--- src/rtl/mem_pkg.sv ---
// Shared types for the MEM pipeline stage.
// Latency: n/a (types and constants only).
// Backpressure: n/a.
package mem_pkg;

    // Bit positions inside the packed m_MEM / wb_MEM control vectors.
    localparam int M_BRANCH      = 2;
    localparam int M_MEM_READ    = 1;
    localparam int M_MEM_WRITE   = 0;
    localparam int WB_REG_WRITE  = 1;
    localparam int WB_MEM_TO_REG = 0;

    typedef struct packed {
        logic branch;
        logic mem_read;
        logic mem_write;
    } m_t;

    typedef struct packed {
        logic reg_write;
        logic mem_to_reg;
    } wb_t;

    typedef enum logic {
        IDLE   = 1'b0,
        ACCESS = 1'b1
    } state_t;

    function automatic logic is_mem_op(input m_t m);
        return m.mem_read | m.mem_write;
    endfunction

endpackage

--- src/rtl/mem_wb_reg.sv ---
// MEM/WB pipeline register: holds the bundle handed to the write-back stage.
// Latency: 1 cycle from ld to q_*.
// Backpressure: none; holds its contents while ld == 0, clr wins over ld.
//
// Ports: clk; clr (synchronous clear, all fields to 0); ld (load enable);
//        d_* next bundle (valid, load data, ALU result, dest reg, WB bits);
//        q_* registered bundle.
module mem_wb_reg
    import mem_pkg::*;
#(
    parameter int DATA_W = 32
) (
    input  logic              clk,
    input  logic              clr,
    input  logic              ld,
    input  logic              d_valid,
    input  logic [DATA_W-1:0] d_read_data,
    input  logic [DATA_W-1:0] d_alu_res,
    input  logic [4:0]        d_wr_reg,
    input  wb_t               d_wb,
    output logic              q_valid,
    output logic [DATA_W-1:0] q_read_data,
    output logic [DATA_W-1:0] q_alu_res,
    output logic [4:0]        q_wr_reg,
    output wb_t               q_wb
);

    always_ff @(posedge clk) begin
        if (clr) begin
            q_valid     <= 1'b0;
            q_read_data <= '0;
            q_alu_res   <= '0;
            q_wr_reg    <= '0;
            q_wb        <= '0;
        end else if (ld) begin
            q_valid     <= d_valid;
            q_read_data <= d_read_data;
            q_alu_res   <= d_alu_res;
            q_wr_reg    <= d_wr_reg;
            q_wb        <= d_wb;
        end
    end

endmodule

--- src/rtl/mem_stage.sv ---
// MEM stage: EX/MEM register, data-memory req/ack access FSM, MEM/WB register.
// Latency: 1 cycle for non-memory bundles; 2 cycles + ack wait cycles for loads/stores.
// Backpressure: stall held high while an access waits for dmem_ack.
//
// Ports: clk, reset (sync, active-high); EX bundle in (ex_valid, res, zero,
//        data_2, write_register, m_MEM, wb_MEM) plus flush; stall and pc_src
//        back to the front end; dmem_* req/ack memory port; MEM/WB bundle out
//        (wb_valid, read_data_WB, alu_res_WB, write_register_WB, wb_WB).
// Optional: MEM_ALIGN_CHECK_EN adds the sticky misalign output and suppresses
//        accesses whose address is not word aligned.
module mem_stage
    import mem_pkg::*;
#(
    parameter int ADDR_W = 32,
    parameter int DATA_W = 32
) (
    input  logic              clk,
    input  logic              reset,
    input  logic              ex_valid,
    input  logic [DATA_W-1:0] res,
    input  logic              zero,
    input  logic [DATA_W-1:0] data_2,
    input  logic [4:0]        write_register,
    input  logic [2:0]        m_MEM,
    input  logic [1:0]        wb_MEM,
    input  logic              flush,
    output logic              stall,
    output logic              pc_src,
    output logic              dmem_req,
    output logic              dmem_we,
    output logic [ADDR_W-1:0] dmem_addr,
    output logic [DATA_W-1:0] dmem_wdata,
    input  logic              dmem_ack,
    input  logic [DATA_W-1:0] dmem_rdata,
    output logic              wb_valid,
    output logic [DATA_W-1:0] read_data_WB,
    output logic [DATA_W-1:0] alu_res_WB,
    output logic [4:0]        write_register_WB,
    output logic [1:0]        wb_WB
`ifdef MEM_ALIGN_CHECK_EN
    ,
    output logic              misalign
`endif
);

    // EX/MEM register
    logic              exm_valid;
    logic [DATA_W-1:0] exm_res;
    logic              exm_zero;
    logic [DATA_W-1:0] exm_data;
    logic [4:0]        exm_wr_reg;
    m_t                exm_m;
    wb_t               exm_wb;

    state_t state, state_nxt;

    logic mem_op;
    logic misaligned;
    logic launch;
    logic in_access;
    logic complete;
    logic exm_ld;

    // MEM/WB next-bundle signals
    logic              mw_ld;
    logic              mw_clr;
    logic [DATA_W-1:0] mw_read_data;
    wb_t               mw_wb;
    wb_t               wb_q;

    assign mem_op = is_mem_op(exm_m);

`ifdef MEM_ALIGN_CHECK_EN
    assign misaligned = (exm_res[1:0] != 2'b00);
`else
    assign misaligned = 1'b0;
`endif

    assign in_access = (state == ACCESS);
    assign complete  = in_access & dmem_ack;
    assign launch    = (state == IDLE) & exm_valid & mem_op & ~misaligned;
    assign stall     = in_access & ~dmem_ack;

    // The launching bundle must stay in EX/MEM for the whole access, so the
    // register also holds on the IDLE->ACCESS edge; it reopens on the ack edge.
    assign exm_ld = ~stall & ~launch;

    always_ff @(posedge clk) begin
        if (reset) begin
            exm_valid  <= 1'b0;
            exm_res    <= '0;
            exm_zero   <= 1'b0;
            exm_data   <= '0;
            exm_wr_reg <= '0;
            exm_m      <= '0;
            exm_wb     <= '0;
        end else begin
            if (exm_ld) begin
                exm_valid  <= ex_valid;
                exm_res    <= res;
                exm_zero   <= zero;
                exm_data   <= data_2;
                exm_wr_reg <= write_register;
                exm_m      <= '{branch:    m_MEM[M_BRANCH],
                                mem_read:  m_MEM[M_MEM_READ],
                                mem_write: m_MEM[M_MEM_WRITE]};
                exm_wb     <= '{reg_write:  wb_MEM[WB_REG_WRITE],
                                mem_to_reg: wb_MEM[WB_MEM_TO_REG]};
            end
            // A killed bundle keeps its fields so an in-flight access can
            // still drive the memory port to completion.
            if (flush) begin
                exm_valid <= 1'b0;
            end
        end
    end

    always_ff @(posedge clk) begin
        if (reset) begin
            state <= IDLE;
        end else begin
            state <= state_nxt;
        end
    end

    always_comb begin
        state_nxt = state;
        case (state)
            IDLE:    if (launch)   state_nxt = ACCESS;
            ACCESS:  if (dmem_ack) state_nxt = IDLE;
            default: state_nxt = IDLE;
        endcase
    end

    // Memory port: only meaningful in ACCESS, forced quiet otherwise.
    assign dmem_req   = in_access;
    assign dmem_we    = in_access & exm_m.mem_write;
    assign dmem_addr  = in_access ? exm_res[ADDR_W-1:0] : '0;
    assign dmem_wdata = in_access ? exm_data : '0;

    assign pc_src = exm_valid & exm_m.branch & exm_zero & ~in_access;

    // MEM/WB: written on access completion, or in IDLE for anything that does
    // not launch an access. An empty EX/MEM slot becomes a cleared bubble.
    assign mw_ld  = complete | ((state == IDLE) & ~launch);
    assign mw_clr = reset | ((state == IDLE) & ~exm_valid);

    // Read+write together behaves as a store, so nothing is loaded back.
    assign mw_read_data = (complete & exm_m.mem_read & ~exm_m.mem_write) ? dmem_rdata : '0;

    always_comb begin
        mw_wb = exm_wb;
        if (~exm_valid) begin
            mw_wb = '0;
        end else if (mem_op & ((exm_m.mem_read & exm_m.mem_write) | misaligned)) begin
            mw_wb = '0;
        end
    end

    mem_wb_reg #(
        .DATA_W (DATA_W)
    ) u_mem_wb_reg (
        .clk         (clk),
        .clr         (mw_clr),
        .ld          (mw_ld),
        .d_valid     (exm_valid),
        .d_read_data (mw_read_data),
        .d_alu_res   (exm_res),
        .d_wr_reg    (exm_wr_reg),
        .d_wb        (mw_wb),
        .q_valid     (wb_valid),
        .q_read_data (read_data_WB),
        .q_alu_res   (alu_res_WB),
        .q_wr_reg    (write_register_WB),
        .q_wb        (wb_q)
    );

    assign wb_WB = wb_q;

`ifdef MEM_ALIGN_CHECK_EN
    always_ff @(posedge clk) begin
        if (reset) begin
            misalign <= 1'b0;
        end else if ((state == IDLE) & exm_valid & mem_op & misaligned) begin
            misalign <= 1'b1;
        end
    end
`endif

endmodule

--- config.mk ---
export PLATFORM = sky130hd
export DESIGN_NAME = mem_stage
export DESIGN_NICKNAME = d
export VERILOG_FILES = /design/src/rtl/mem_pkg.sv /design/src/rtl/mem_wb_reg.sv /design/src/rtl/mem_stage.sv
export SDC_FILE = /design/constraint.sdc
export NUM_CORES = 1
export LEC_CHECK = 0
export CAP_MARGIN = 20
export CORE_MARGIN = 3
export CORE_UTILIZATION = 36
export CTS_CLUSTER_DIAMETER = 60
export DETAILED_ROUTE_END_ITERATION = 12
export DONT_BUFFER_PORTS = 1
export HOLD_SLACK_MARGIN = 0.02
export PLACE_DENSITY = 0.48
export SLEW_MARGIN = 20
export SYNTH_ARGS = -nofsm -noshare
export SYNTH_HDL_FRONTEND = slang
export SYNTH_HIERARCHICAL = 1
export SYNTH_SLANG_ARGS = --single-unit
--- constraint.sdc ---
create_clock -name clk -period 2.6 [get_ports clk]
set_input_delay 0.39 -clock clk [delete_from_list [all_inputs] [get_ports clk]]
set_output_delay 0.39 -clock clk [all_outputs]
set_load 0.05 [all_outputs]
======== After elaboration in Yosys (flattened, before gate mapping) ========
Cells that the tools add are included.
cells by class
  muxes and demuxes ....................... 8
  bitwise gates (word level) .............. 24
  reduce and logical (&&, ||, !) cells .... 1
operators with widths
  kind                                number
  32-bit two-way mux                  3
  1-bit AND                           15
  1-bit NOT                           6
  2-bit two-way mux                   2
  1-bit OR                            3
  1-bit two-way mux                   2
  1-bit case mux with 2 select lines  1
  2-bit OR reduction                  1
storage, ports and cells
  flip-flop bits (word level) ............. 149
  bits of input ports ..................... 112
  output and inout bits ................... 140
  word-level logic and storage cells ...... 50

======== Logic depth before layout (Yosys ltp) ========
Gate-level depths: netlist of the first run.
  word-level depth ........................ 6
  gate-level depth with buffers ........... 9
  mapped depth without buffers ............ 4

======== Modules after synthesis ========
Netlist of the first run, hierarchy kept.
by module, submodules not included
  module      instances  cells each  area an instance (um2)
  mem_stage   1          449         4,144.0
  mem_wb_reg  1          232         2,580.0

======== Worst setup path before layout of the first run ========
No wires, ideal clock.
  kind .................................... reg-to-reg
  start point ............................. register state, in the netlist dmem_req
  end point ............................... register u_mem_wb_reg.q_alu_res[0]
  arrival time ............................ 2.198 ns
  data required time ...................... 2.472 ns
  setup slack ............................. 0.275 ns
  stages on the path, launching flop included .. 10
  cell sequence ........................... dfxtp_1 and2b_1 a21oi_1 buf_2 buf_8 buf_12 buf_6 buf_8 mux2i_1 nor2_1
on the way
  longest elaborated chain between the ends .. 6
  elaborated cells between the ends (all ways) .. 9
  classes of those cells .................. bitwise: 9
RTL lines
  what                    RTL line          source
  start, declared         mem_stage.sv:55   state_t state, state_nxt;
  start signal, assigned  mem_stage.sv:122  state <= state_nxt;
  1-bit NOT               -
  1-bit AND (2 in a row)  mem_stage.sv:81   assign launch = (state == IDLE) & exm_valid & mem_op & ~misaligned;
  1-bit NOT               mem_stage.sv:145  assign mw_ld = complete | ((state == IDLE) & ~launch);
  1-bit AND               mem_stage.sv:145
  1-bit OR *              mem_stage.sv:145
  named net mw_ld         mem_stage.sv:65   logic mw_ld;
  end signal, assigned    mem_wb_reg.sv:38  q_alu_res <= d_alu_res;
  end, declared           mem_wb_reg.sv:23  output logic [DATA_W-1:0] q_alu_res,
Mark *: on every way through the listed nets, which the timed path passes. The rest lies on a longest branch.
A chain may end at the register's enable or synchronous reset.

======== Final worst setup path of the first run ========
  start point ............................. register exm_valid
  end point ............................... output pc_src
on the way
  longest elaborated chain between the ends .. 3
RTL lines
  what                    RTL line          source
  start, declared         mem_stage.sv:47   logic exm_valid;
  start signal, assigned  mem_stage.sv:99   exm_valid <= ex_valid;
  1-bit AND (3 in a row)  mem_stage.sv:141  assign pc_src = exm_valid & exm_m.branch & exm_zero & ~in_access;
  end, declared           mem_stage.sv:28   output logic pc_src,
Every way passes these cells.

==> results by group, run 1 <==
Outcome
  • Status: finished clean

Job
  • Max_cap viols: 0

Routing
  • Avg Vias per Cell: 4.807
  • Routed vias: roughly 4,300
  • Initial DRC Count: 133
  • Drt pass-1 iters: 4
  • Avg WL per Cell: ~17 µm
  • Antenna Violating Nets Remaining: 0
  • DRT Wirelength: between 15,000 and 20,000 µm
  • Post-route DRC: 0

Synthesis
  • Area contributors post-synth: dfxtp_1, mux2i_1, nand2b_1
  • Most instantiated library cell after synthesis: nand2b_1
  • Post-synthesis net count: 793
  • Ys Warns: 6
  • Top post-synthesis cells by count: nand2b_1, dfxtp_1, mux2i_1
  • Top cell type's share of synthesized area: 44.36%
  • Mean Syn Cell Area: between 9 and 10 µm²
  • Seq/Total Area, Yosys: 44.36%
  • Yosys cell types: 23
  • Post-synth EDFFs: 0
  • Post-synth ARST share: 0%
  • Yosys top cell by area: dfxtp_1
  • Mapped Area: about 0.0067 mm²
  • Yosys reg bits: 149
  • Cells after synthesis: 681
  • Ys flop type: dfxtp_1

Power
  • Sw Pwr: around 1.2 mW
  • Flop pwr share: 47.7%
  • VDD IR max: between 0.4 and 0.5 mV
  • Sw frac: 23.06%
  • Comb pwr share: 6.6%
  • Internal: 3.978 mW
  • Leak Pwr: 3.608 nW
  • Overall power after layout: 5.170 mW
  • Clock network power share: 45.7%
  • PwrDens: 703.8 mW/mm²

STA
  • Tcrit/Tclk final: 82.01%
  • Worst Hold Margin: 0.1256 ns
  • Final Hold Viols: 0
  • Max-slew violations: 0
  • Worst-margin pin slew: 0.6419 ns
  • # setup viols final: 0
  • Final Critical Period: about 2.1 ns
  • RSZ-0062 raised after global routing: no
  • Max-slew headroom: 57.21%
  • Final Skew: 0.005585 ns
  • F_max: 469.0 MHz
  • Setup TNS: 0 ns

Clocking
  • Post-CTS Setup Repair Bufs: 0
  • Clock tree from TritonCTS: yes
  • Total CTS buffers: 17
  • CTS Hold Bufs: 1
  • Clock sink total: 149
  • Clock Path Buffers: 2
  • # H-tree levels: 4
  • Clock transition at the registers of the reported paths: 0.06 ns
  • Worst-skew pair later-pin latency: slightly above 0.4 ns
  • CTS Root Cell: clkbuf_16
  • Post-CTS resize count: 0

Worst setup path
  • CP Capture Type: primary output
  • R2r setup slk: 0.71 ns
  • Critical path data required time: roughly 2.2 ns
  • R2R cell count: 5
  • R2R Path End: u_mem_wb_reg/q_read_data[27]
  • Crit path kind: flip-flop to primary output
  • Max stage delay cell, worst path: and3_1
  • CP startpoint: exm_valid
  • Critical-path cell list: nor2b_1 > and3_1
  • Element type at the critical path start: flip-flop
  • CP max FO: 6
  • CP arrival: 1.74 ns
  • End of the critical path: pc_src
  • Critical path's largest stage delay: 0.56 ns
  • FF-to-FF Start: exm_m[0]

Placed design
  • IO buf count: 0
  • Post-Place Cells: 866
  • Placer Congestion: 0.7363
  • Post-DP Area: ~0.0068 mm²
  • HPWL after DPL: 10,410 µm

Cells and area
  • # fillers: between 1,500 and 2,000
  • Post-route insts no fill: 897
  • Layout area overhead: 9.248%
  • Nets: 769
  • Fin area: 0.007346 mm²
  • Layout cell share with drive strength beyond 1: 6.147%

Die
  • FP Rows: 49
  • Die Area: 0.02035 mm²
  • Die Y: roughly 140 µm
  • Placeable Area: 0.01815 mm²
  • Width of the die: 142.7 µm
  • Initial Utilization: 37.05%
  • I/O pin cnt: ~250

GRT
  • Vias in the first global route: 4,382
  • Gr usage total: 15.02%
  • Grt ovf: 0
  • Largest net degree at the start of global routing: 154
  • First-pass GRT wire length: 23,920 µm
  • Initial antenna violation count: 1

Min path
  • Min-Delay Path Depth: 1
  • Worst Hold Class: input port to flip-flop
power by group through the flow:
| stage | logic [mW] | registers [mW] | clock network, mW |
|---|---|---|---|
| floorplan | 0.340 | 2.50 | 0 |
| global placement | 0.335 | 2.51 | 0 |
| detailed placement | 0.347 | 2.51 | 0 |
| CTS | 0.349 | 2.47 | 2.45 |
| global route | 0.376 | 2.48 | 2.55 |
| finish | 0.341 | 2.46 | 2.36 |
per-layer routing:
layer / part of all wire (%) / GRT usage [%]
met5: 0 / 0
met4: 1.2 / 5.153
met3: 9.5 / 6.530
met2: 49 / 24.98
met1: 41 / 17.34
area by class of cell:
| type | instances | area, µm² | share of cell area, % |
|---|---|---|---|
| multi-input combinational | 479 | 3412 | 46.45 |
| sequential | 149 | 2984 | 40.62 |
| clock buffer | 19 | 452.9 | 6.166 |
| tap | 229 | 286.5 | 3.901 |
| clock inverter | 10 | 108.9 | 1.482 |
| timing repair buffer | 9 | 95.09 | 1.294 |
| inverter | 1 | 3.754 | 0.05110 |
| antenna | 1 | 2.502 | 0.03407 |
worst min-delay path by stage:
stage / end / startpoint
2_1_floorplan: exm_data[0] / exm_data[0]
3_3_place_gp: exm_data[18] / exm_data[18]
3_5_place_dp: exm_data[31] / exm_data[31]
4_1_cts: dmem_req / reset
5_1_grt: dmem_req / reset
6_report: dmem_req / reset
through the flow:
| step | utilization (%) | setup slack (ns) |
|---|---|---|
| global placement | 37.31 | 0.8023 |
| floorplan | - | 0.2748 |
| CTS | 40.46 | 0.4175 |
| global route | 40.48 | 0.3738 |
| finish | 40.48 | 0.4676 |
| detailed placement | 37.31 | 0.7161 |
logic make-up after synthesis:
logic type / Yosys count / share of synthesized area, %
AND/OR/NAND/NOR: 329 / 27.93
flip-flops: 149 / 44.36
multiplexers: 147 / 21.88
buffers and inverters: 53 / 5.229
AO/OA/AOI/OAI: 3 / 0.5955
critical path: cells and delay by family, from the launching register on:
family | cells | cell delay (ns)
simple gates | 2 | 0.87
flops | 1 | 0.46
layout by cell type (no fill, tap or decap), drive strengths merged, types with 3 or more instances in the layout:
master,synthesis,routed
nand2b,150,150
dfxtp,149,149
mux2i,147,147
and2,97,97
nor2,73,73
clkbuf,29,19
buf,23,8
clkinv,0,6
and3,3,3
Power figures use the tool's default switching activity.
==> run 2, diff against run 1 <==
ABC_AREA = 1   (was unset)
clock period = 2 ns   (was 2.6 ns; I/O delays follow)
==> results by group, run 2 <==
Outcome
  • Status: finished clean

GRT
  • Vias in the first global route: between 5,000 and 6,000
  • Grt ovf: 0
  • Gr usage total: 16.36%
  • First-pass GRT wire length: 29,340 µm
  • Largest net degree at the start of global routing: around 150
  • Initial antenna violation count: 0

Power
  • PwrDens: 850.3 mW/mm²
  • Clock network power share: a little under half
  • Leak Pwr: 4.578 nW
  • Internal: ~5.3 mW
  • Comb pwr share: 8.9%
  • Sw frac: 26.59%
  • VDD IR max: between 0.4 and 0.5 mV
  • Sw Pwr: 1.904 mW
  • Flop pwr share: 45.8%

Worst setup path
  • R2r setup slk: 0.40 ns
  • Critical path data required time: 1.70 ns
  • Element type at the critical path start: flip-flop
  • CP arrival: 1.57 ns
  • CP startpoint: dmem_req
  • Critical-path cell list: buf_16 > nand2_1 > clkinvlp_4
  • Max stage delay cell, worst path: dfxtp_4
  • CP max FO: 29
  • Crit path kind: flip-flop to primary output
  • CP Capture Type: primary output
  • Critical path's largest stage delay: 0.52 ns
  • FF-to-FF Start: exm_valid

Synthesis
  • Ys flop type: dfxtp_1
  • Synth Area in Simple Gates: 34.88%
  • Post-synthesis adder-cell area fraction: 0%
  • Yosys top cell by area: dfxtp_1
  • Post-synth EDFFs: 0
  • Post-synthesis net count: approximately 1,300
  • Mapped Area: 0.007342 mm²
  • Yosys cell types: 19
  • Yosys reg bits: 149
  • Synth Area in Compound Gates: 5.317%
  • Seq/Total Area, Yosys: 40.63%
  • Mean Syn Cell Area: 6.222 µm²
  • Most instantiated library cell after synthesis: nand2_1
  • Largest family of logic cells by synthesized area: simple AND/OR/NAND/NOR gates
  • Cells after synthesis: about 1,200
  • Post-synth ARST share: 0%
  • Synth Area in XOR/XNOR: 0%
  • Mux cell area share after synthesis: 0%
  • Top post-synthesis cells by count: nand2_1, nor2_1, inv_1
  • Ys Warns: 6
  • Top cell type's share of synthesized area: 40.63%
  • Area contributors post-synth: dfxtp_1, nand2_1, nor2_1

Job
  • Max_cap viols: 0

Cells and area
  • Antenna Cells: 0
  • Layout area overhead: 14.71%
  • Post-layout util: 42.71%
  • Layout cell share with drive strength beyond 1: between 10% and 20%
  • Commonest non-fill, non-tap cell in the layout: nand2_1
  • # fillers: roughly 2,200
  • Highest-count cells in the layout ignoring fill and taps: nand2_1, nor2_1, inv_1, dfxtp_1, a21oi_1
  • Nets: 1,266

STA
  • # setup viols final: 0
  • Max-slew violations: 0
  • Worst-margin pin slew: ~0.80 ns
  • F_max: 535.3 MHz
  • Final Hold Viols: 0
  • Tcrit/Tclk final: 93.41%
  • Final Critical Period: ~1.9 ns
  • RSZ-0062 raised after global routing: no
  • Setup TNS: 0 ns
  • Max-slew headroom: 46.67%
  • Final Skew: 0.01196 ns

Clocking
  • Total CTS buffers: 17
  • Clock transition at the registers of the reported paths: 0.07 ns
  • Post-CTS Setup Repair Bufs: 0
  • CTS Root Cell: clkbuf_16
  • Clock sink total: between 100 and 150
  • Clock Path Buffers: 2
  • Worst-skew pair later-pin latency: 0.42 ns
  • # H-tree levels: 4
  • Clock tree from TritonCTS: yes

Routing
  • Avg WL per Cell: 13.14 µm
  • Initial DRC Count: between 200 and 250
  • Antenna Violating Nets Remaining: 0
  • Drt pass-1 iters: 4
  • Post-route DRC: 0
  • Routed vias: between 6,000 and 7,000
  • DRT Wirelength: 18,810 µm
  • Avg Vias per Cell: approximately 4.3

Placed design
  • IO buf count: 0
  • HPWL after DPL: 11,960 µm
  • Placer Congestion: 0.7293

Min path
  • Hold Startpoint: data_2[6]
  • Worst Hold Class: input port to flip-flop

Die
  • I/O pin cnt: 252
  • Placeable Area: 0.01972 mm²
  • Die Y: ~150 µm
  • FP Rows: 51
  • Initial Utilization: 37.24%
  • Width of the die: 148.8 µm
  • Die Area: about 0.022 mm²
==> run 2: cell count changes in the layout (fill, tap and decap cells not counted), moves of 55 or more <==
cell	change
mux2i_1	-147
nand3_1	+55
inv_1	+200
and2_1	-97
nand2b_1	-150
nand2_1	+288
nor2_1	+182
a21oi_1	+75
==> run 2: worst paths after layout <==
| check | endpoint | cells past startpoint |
|---|---|---|
| worst max register to register | exm_res[25] | 6 |
| worst max-delay path | dmem_wdata[17] | 3 |
| worst min register to register | exm_wb[0] | 2 |
| worst min-delay path | exm_data[6] | 4 |
==> run 2: per-stage QoR <==
step	hold slack (ns)	power, mW	cell area [µm²]	std cells	setup WS, ns
after floorplan	0.3650	3.851	7347	1180	0.03460
after global placement	0.3681	3.972	7594	1398	0.3938
after detailed placement	0.3655	3.977	7594	1398	0.3862
after CTS	0.07247	7.279	8397	1431	0.01142
after global routing	0.1008	7.515	8422	1432	0.03935
final	0.1041	7.161	8422	1432	0.1318
==> run 2: cells by family after synthesis <==
group,Yosys count
AND/OR/NAND/NOR,625
buffers and inverters,328
flip-flops,149
AO/OA/AOI/OAI,78
==> run 2: metal layers <==
metal	track usage, %	routed length (µm)
met1	21.77	8877
met2	25.14	8220
met3	5.621	1489
met4	5.080	225
met5	0	0
==> run 2: power groups by stage <==
stage	sequential (mW)	clock (mW)	combinational [mW]
after floorplan	3.31	0	0.539
after global placement	3.35	0	0.627
after detailed placement	3.34	0	0.633
after CTS	3.28	3.35	0.645
after global routing	3.30	3.48	0.744
final	3.28	3.24	0.638
==> run 2: final cells by class <==
cell class,instances,area [µm²],share of cell area [%]
clock buffers,20,456.7,5.423
clock inverters,12,143.9,1.709
inverters,254,1141,13.55
multi-input cells,703,2992,35.52
flip-flops and latches,149,2987,35.46
well taps,265,331.6,3.937
repair buffers,29,370.4,4.398
==> run 2: repair_timing <==
| action | CTS | global route |
|---|---|---|
| hold buffers | 1 | 0 |
| setup endpoints to repair | 50 | 43 |
| cloned | 0 | 1 |
| hold endpoints to repair | 1 | 0 |
| gates resized for setup | 51 | 0 |
==> run 2: worst max-delay path: cells and delay by family (launching register included) <==
family	cells	cell delay (ns)
simple gates	1	0.14
buf+inv	2	0.49
flops	1	0.52
